<file path="src/rtl/seq_detector_param.sv">
// ---------------------------------------------------------------------------
// seq_detector_param
//
// Purpose:
//   Serial bit-pattern detector with a runtime-configurable pattern, pattern
//   length (1..MAX_LEN) and overlap mode. Bits are shifted into a history
//   register when qualified by din_valid. A registered one-cycle flag marks
//   each match, and an optional saturating counter tallies the matches.
//
// Configuration macro:
//   SEQDET_MATCH_CNT_EN - when defined, the match counter and cnt_clr are
//                         built. When undefined, match_cnt is tied to 0 and
//                         cnt_clr is ignored. flag behaves the same in both.
//
// Ports:
//   clk         - clock; all state updates on the rising edge
//   rst         - asynchronous active-high reset
//   en          - detector enable; 0 forces IDLE and clears history/fill
//   din         - serial data bit
//   din_valid   - din is sampled only when 1
//   cfg_load    - load cfg_pat/cfg_len/cfg_overlap into the shadow config
//                 and restart detection
//   cfg_pat     - pattern; bit [len-1] is the first bit received, bit 0 last
//   cfg_len     - pattern length
//   cfg_overlap - 1 = overlapping matches allowed
//   cnt_clr     - synchronous clear of match_cnt (wins over a match)
//   flag        - registered match pulse, one cycle after the matching bit
//   match_cnt   - saturating match count
//   cfg_err     - shadow length is 0 or greater than MAX_LEN
// ---------------------------------------------------------------------------
module seq_detector_param #(
  parameter int MAX_LEN = 8,
  parameter int LEN_W   = $clog2(MAX_LEN + 1),
  parameter int CNT_W   = 8
) (
  input  logic               clk,
  input  logic               rst,
  input  logic               en,
  input  logic               din,
  input  logic               din_valid,
  input  logic               cfg_load,
  input  logic [MAX_LEN-1:0] cfg_pat,
  input  logic [LEN_W-1:0]   cfg_len,
  input  logic               cfg_overlap,
  input  logic               cnt_clr,
  output logic               flag,
  output logic [CNT_W-1:0]   match_cnt,
  output logic               cfg_err
);

  localparam logic [1:0] ST_IDLE = 2'd0;
  localparam logic [1:0] ST_FILL = 2'd1;
  localparam logic [1:0] ST_HUNT = 2'd2;

  localparam logic [LEN_W:0] MAX_LEN_EXT = (LEN_W + 1)'(MAX_LEN);

  logic [1:0]         state_q,   state_d;
  logic [MAX_LEN-1:0] hist_q,    hist_d;
  logic [LEN_W-1:0]   fill_q,    fill_d;
  logic               flag_q,    flag_d;
  logic [MAX_LEN-1:0] pat_q,     pat_d;
  logic [LEN_W-1:0]   len_q,     len_d;
  logic               overlap_q, overlap_d;
  logic               cfg_err_q, cfg_err_d;

  logic [MAX_LEN-1:0] new_hist;
  logic [LEN_W:0]     fill_plus;
  logic [LEN_W-1:0]   fill_inc;
  logic [MAX_LEN-1:0] pat_mask;
  logic               load_err;
  logic               match;

  // Candidate values for an accepted bit. Shifting all-ones left by len
  // yields zero when len equals MAX_LEN, so the mask becomes all ones.
  always_comb begin
    new_hist  = {hist_q[MAX_LEN-2:0], din};
    fill_plus = {1'b0, fill_q} + (LEN_W + 1)'(1);
    fill_inc  = (fill_plus > MAX_LEN_EXT) ? MAX_LEN_EXT[LEN_W-1:0]
                                          : fill_plus[LEN_W-1:0];
    pat_mask  = ~({MAX_LEN{1'b1}} << len_q);
    load_err  = (cfg_len == '0) || (cfg_len > LEN_W'(MAX_LEN));
  end

  // Next-state logic. Priority: cfg_load, then en=0, then IDLE wake-up,
  // then bit acceptance. A match is only possible on an accepted bit.
  always_comb begin
    state_d   = state_q;
    hist_d    = hist_q;
    fill_d    = fill_q;
    flag_d    = 1'b0;
    pat_d     = pat_q;
    len_d     = len_q;
    overlap_d = overlap_q;
    cfg_err_d = cfg_err_q;
    match     = 1'b0;

    if (cfg_load) begin
      pat_d     = cfg_pat;
      len_d     = cfg_len;
      overlap_d = cfg_overlap;
      cfg_err_d = load_err;
      hist_d    = '0;
      fill_d    = '0;
      state_d   = (en && !load_err) ? ST_FILL : ST_IDLE;
    end else if (!en) begin
      state_d = ST_IDLE;
      hist_d  = '0;
      fill_d  = '0;
    end else if (state_q == ST_IDLE) begin
      if (!cfg_err_q) begin
        state_d = ST_FILL;
      end
    end else if (din_valid) begin
      hist_d = new_hist;
      match  = (fill_plus >= {1'b0, len_q}) &&
               (((new_hist ^ pat_q) & pat_mask) == '0);
      flag_d = match;
      if (match && !overlap_q) begin
        fill_d = '0;
      end else begin
        fill_d = fill_inc;
      end
      state_d = (fill_d >= len_q) ? ST_HUNT : ST_FILL;
    end
  end

  always_ff @(posedge clk or posedge rst) begin
    if (rst) begin
      state_q   <= ST_IDLE;
      hist_q    <= '0;
      fill_q    <= '0;
      flag_q    <= 1'b0;
      pat_q     <= '0;
      len_q     <= '0;
      overlap_q <= 1'b0;
      cfg_err_q <= 1'b1;
    end else begin
      state_q   <= state_d;
      hist_q    <= hist_d;
      fill_q    <= fill_d;
      flag_q    <= flag_d;
      pat_q     <= pat_d;
      len_q     <= len_d;
      overlap_q <= overlap_d;
      cfg_err_q <= cfg_err_d;
    end
  end

  assign flag    = flag_q;
  assign cfg_err = cfg_err_q;

`ifdef SEQDET_MATCH_CNT_EN
  localparam logic [CNT_W-1:0] CNT_MAX = '1;

  logic [CNT_W-1:0] cnt_q, cnt_d;

  // Clear takes priority over a coincident match; count saturates at max.
  always_comb begin
    cnt_d = cnt_q;
    if (cnt_clr) begin
      cnt_d = '0;
    end else if (match && (cnt_q != CNT_MAX)) begin
      cnt_d = cnt_q + CNT_W'(1);
    end
  end

  always_ff @(posedge clk or posedge rst) begin
    if (rst) begin
      cnt_q <= '0;
    end else begin
      cnt_q <= cnt_d;
    end
  end

  assign match_cnt = cnt_q;
`else
  logic unused_cnt_clr;

  assign unused_cnt_clr = cnt_clr;
  assign match_cnt      = '0;
`endif

endmodule

</file>
<file path="config.mk">
export PLATFORM = sky130hd
export DESIGN_NAME = seq_detector_param
export DESIGN_NICKNAME = d
export VERILOG_FILES = /design/src/rtl/seq_detector_param.sv
export SDC_FILE = /design/constraint.sdc
export NUM_CORES = 1
export LEC_CHECK = 0
export ABC_AREA = 1
export CAP_MARGIN = 20
export CORE_MARGIN = 2
export CORE_UTILIZATION = 50
export DETAILED_ROUTE_END_ITERATION = 12
export GPL_ROUTABILITY_DRIVEN = 0
export PLACE_DENSITY = 0.86
export SLEW_MARGIN = 15
export SYNTH_ARGS = -nofsm -noshare
export SYNTH_HDL_FRONTEND = slang
export SYNTH_SLANG_ARGS = --single-unit
export TNS_END_PERCENT = 10
</file>
<file path="constraint.sdc">
create_clock -name clk -period 3.1 [get_ports clk]
set_clock_uncertainty 0.1 [all_clocks]
set_input_delay 0.62 -clock clk [delete_from_list [all_inputs] [get_ports clk]]
set_output_delay 0.62 -clock clk [all_outputs]
set_load 0.05 [all_outputs]
</file>
==> impl_metrics.yaml, run 1 <==
sta:
  timing.max_slew.rel_slack_pct: 66.5
  final.period_utilization_pct: 96.9
  report.final.setup_viol: 0
  finalWorstSetupSlack_ns: 0.0949
  report.final.hold_viol_count: 0
  finalCriticalPeriod_ns: 3.01
  timing_max_transition_violations_final: 0
  worst_slew_pin_slew_ns: 0.501
  timing.setup.tns_ns: 0
  timing.fmax_ghz: 0.333
critical_path:
  worst_r2r_path_depth: 17
  setup.worst_path.end: "state_q[1]"
  worstPathMaxFanout: 7
  end_kind: "register"
  cp_slowest_cell: "sky130_fd_sc_hd__dfrtp_2"
  ff2ff_setup_slack_ns: 0.09
  timing.critical_path.buf_inv: 3
  critical-path-top-delay-family: "simple AND/OR/NAND/NOR gates"
  timing.critical_path.slowest_cell_delay_ns: 0.48
  crit_path_start: "fill_q[0]"
  critical_register_to_register_path_startpoint: "fill_q[0]"
  timing_worst_setup_path_type: "register to register"
  cp_num_cells: 17
  worstReg2RegEnd: "state_q[1]"
  critical_path_at_ns: 3.15
  cp_data_required_time_ns: 3.25
  worst_setup_path_start_kind: "register"
  path_cells: "ha_4 -> xor2_1 -> ha_1 -> nand2_1 -> inv_1 -> nand4_1 -> nand4_2 -> nand4_4 -> nand2_1 -> inv_1 -> ha_4 -> inv_1 -> o21bai_1 -> nand3_1 -> nand3_1 -> nand2_1 -> o31ai_1"
synth:
  postSynthAreaPerCell_um2: 7.71
  syn_area_mm2: 0.00176
  synth-main-ff-cell: "sky130_fd_sc_hd__dfrtp_1"
  synthesis.instances: 228
  asyncSetResetFlopFracSynth_pct: 100
  synthDistinctLibCells: 30
  synth_seq_area_share_pct: 39.9
  register_bit_total_from_synthesis: 28
  synth-edff-count: 0
  synth_warnings: 0
floorplanning:
  coreArea_mm2: 0.00336
  die_area_mm2: 0.00401
  ios: 30
  floorplan.die.width_um: 63.3
  rows: 21
  floorplan.initialDensity_pct: 52.3
  floorplan.die.height_um: 63.3
placed_design:
  dpl.cell_count: 292
  detailedPlacementHpwl_um: 2430
  io_buffer_count: 20
  dpl_ws_ns: 0.193
power_and_ir_drop:
  pwr_density_cell_mw_per_mm2: 398
  leak_pwr_uw: 0.00109
  ir_drop_uv: 350
cts:
  clock_tree_from_tritoncts: "done"
  clock_latency_ns: 0.33
  clk_transition_reported_paths_ns: 0.15
  tritoncts.num_buffers: 3
  cts.path.max_buffers: 2
  cts_root_cell: "sky130_fd_sc_hd__clkbuf_4"
  cts_sink_count: 28
  htree_num_levels: 1
grt:
  globalRoute.totalOverflow: 0
  grt_pass1_wl_um: 5750
  grt_util_all_layers_pct: 18.1
  grt_antenna_before_repair: 0
  largest_net_degree_at_the_start_of_global_routing: 29
  vias_in_the_first_global_route: 1371
finish:
  layout.cells.most_common_list: "70 x sky130_fd_sc_hd__nand2_1, 33 x sky130_fd_sc_hd__inv_1, 26 x sky130_fd_sc_hd__dfrtp_1"
  most_frequent_standard_cell_in_the_layout_excluding_fill_and_tap_cells: "sky130_fd_sc_hd__nand2_1"
  fill_cells: 302
  share_of_layout_cells_above_drive_strength_1_pct: 15.3
  number_of_antenna_cells_inserted: 0
  nets: 286
  area_growth_syn_to_layout_pct: 21.6
  fin_cells: 301
detailed_routing:
  detail_route.vias_per_cell: 4.96
  drtAntennaViolNets: 0
  detail_route.drc_violations: 0
  detail_route.wl_per_cell_um: 11.5
  routed-via-count: 1493
  routed_wl_um: 3460
  dr.first_iter.drc_count: 47
  firstDrtPassIters: 4
worst_hold_path:
  worstHoldPathType: "register to register"
run_status:
  outcome: "finished, final reports clean"
job:
  cap_violations: 0
## routing by layer
layer	up-vias	track usage (%)	routed length, um
met4	0	7.07	41
li1	756	-	-
met3	4	1.96	105
met5	-	0	0
met1	699	23.4	1590
met2	34	31.1	1720
## cell usage after synthesis (2+ instances only)
library cell,number,area [um^2]
sky130_fd_sc_hd__nand2_1,70,263
sky130_fd_sc_hd__inv_1,33,124
sky130_fd_sc_hd__dfrtp_1,27,676
sky130_fd_sc_hd__nand3_1,14,70.1
sky130_fd_sc_hd__o21ai_0,13,65.1
sky130_fd_sc_hd__ha_1,10,125
sky130_fd_sc_hd__nor2_1,9,33.8
sky130_fd_sc_hd__buf_4,8,60.1
sky130_fd_sc_hd__o22ai_1,7,43.8
sky130_fd_sc_hd__inv_2,5,18.8
sky130_fd_sc_hd__nand2_2,5,31.3
sky130_fd_sc_hd__nand3_2,3,30.0
sky130_fd_sc_hd__xor2_1,3,26.3
sky130_fd_sc_hd__a21oi_1,2,10.0
sky130_fd_sc_hd__clkbuf_1,2,7.51
sky130_fd_sc_hd__nand4_1,2,12.5
sky130_fd_sc_hd__nor2_4,2,22.5
## metrics by stage
| step | power (uW) | area (um^2) | utilization [%] | hold WS (ns) |
|---|---|---|---|---|
| 2_1_floorplan | 556 | 1780 | - | 0.372 |
| 3_3_place_gp | 597 | 1980 | 59.0 | 0.395 |
| 3_5_place_dp | 603 | 1980 | 59.0 | 0.398 |
| 4_1_cts | 841 | 2040 | 60.6 | 0.419 |
| 5_1_grt | 894 | 2140 | 63.6 | 0.457 |
| 6_report | 851 | 2140 | 63.6 | 0.420 |
## worst register-to-register path, stage by stage, from the launching register on
cell and delay (ns):
sky130_fd_sc_hd__dfrtp_2 0.48, sky130_fd_sc_hd__ha_4 0.18, sky130_fd_sc_hd__xor2_1 0.16, sky130_fd_sc_hd__ha_1 0.33
sky130_fd_sc_hd__nand2_1 0.06, sky130_fd_sc_hd__inv_1 0.06, sky130_fd_sc_hd__nand4_1 0.11, sky130_fd_sc_hd__nand4_2 0.14
sky130_fd_sc_hd__nand4_4 0.13, sky130_fd_sc_hd__nand2_1 0.09, sky130_fd_sc_hd__inv_1 0.06, sky130_fd_sc_hd__ha_4 0.26
sky130_fd_sc_hd__inv_1 0.04, sky130_fd_sc_hd__o21bai_1 0.18, sky130_fd_sc_hd__nand3_1 0.13, sky130_fd_sc_hd__nand3_1 0.10
sky130_fd_sc_hd__nand2_1 0.07, sky130_fd_sc_hd__o31ai_1 0.23
## how the worst min path moves through the flow
| stage | from | end | slack (ns) | cells after the start |
|---|---|---|---|---|
| 2_1_floorplan | state_q[0] | state_q[0] | 0.37 | 2 |
| 3_3_place_gp | cfg_err | cfg_err | 0.39 | 2 |
| 3_5_place_dp | state_q[1] | state_q[1] | 0.40 | 2 |
| 4_1_cts | cfg_err | cfg_err | 0.42 | 2 |
| 5_1_grt | state_q[1] | state_q[1] | 0.46 | 2 |
| 6_report | cfg_err | cfg_err | 0.42 | 2 |
## power breakdown
part           switching [uW]  leakage [uW]  internal (uW)
Combinational             128      0.000704           78.0
Clock                     111     0.0000279            131
Sequential               16.9      0.000360            387
Total                     256       0.00109            595
## kinds of logic after synthesis
logic type      Yosys count  share of synthesized area [%]
simple gates            110                           30.0
buf+inv                  49                           12.2
flops                    28                           39.9
compound gates           26                           8.33
fa+ha+maj                10                           7.12
xor+xnor                  3                           1.49
other cells               1                          0.213
mux                       1                          0.641
## sequential cells by signal (all words and copies together) (netlist names)
name / cells
state_q: 2
flag: 1
fill_q: 4
len_q: 4
hist_q: 7
pat_q: 8
overlap_q: 1
cfg_err: 1
## what timing repair did
action | CTS | global route
buffers inserted | 0 | 5
gates resized for setup | 0 | 8
setup endpoints to repair | 0 | 2
hold buffers | 0 | 0
## area by class of cell
class                      count  area [um^2]  share of cell area, %
tap                           46         57.6                   2.69
clock buffer                   3         22.5                   1.05
sequential                    28          703                   32.9
timing repair buffer          27          253                   11.8
multi-input combinational    158          930                   43.5
inverter                      38          143                   6.67
clock inverter                 1         30.0                   1.40
Note: power is estimated with default switching activity, not from simulation.
==> run 2, diff against run 1 <==
- CTS_CLUSTER_SIZE: default -> 8
==> results of run 2 <==
Final layout, timing and power as in run 1 (identical DEF).
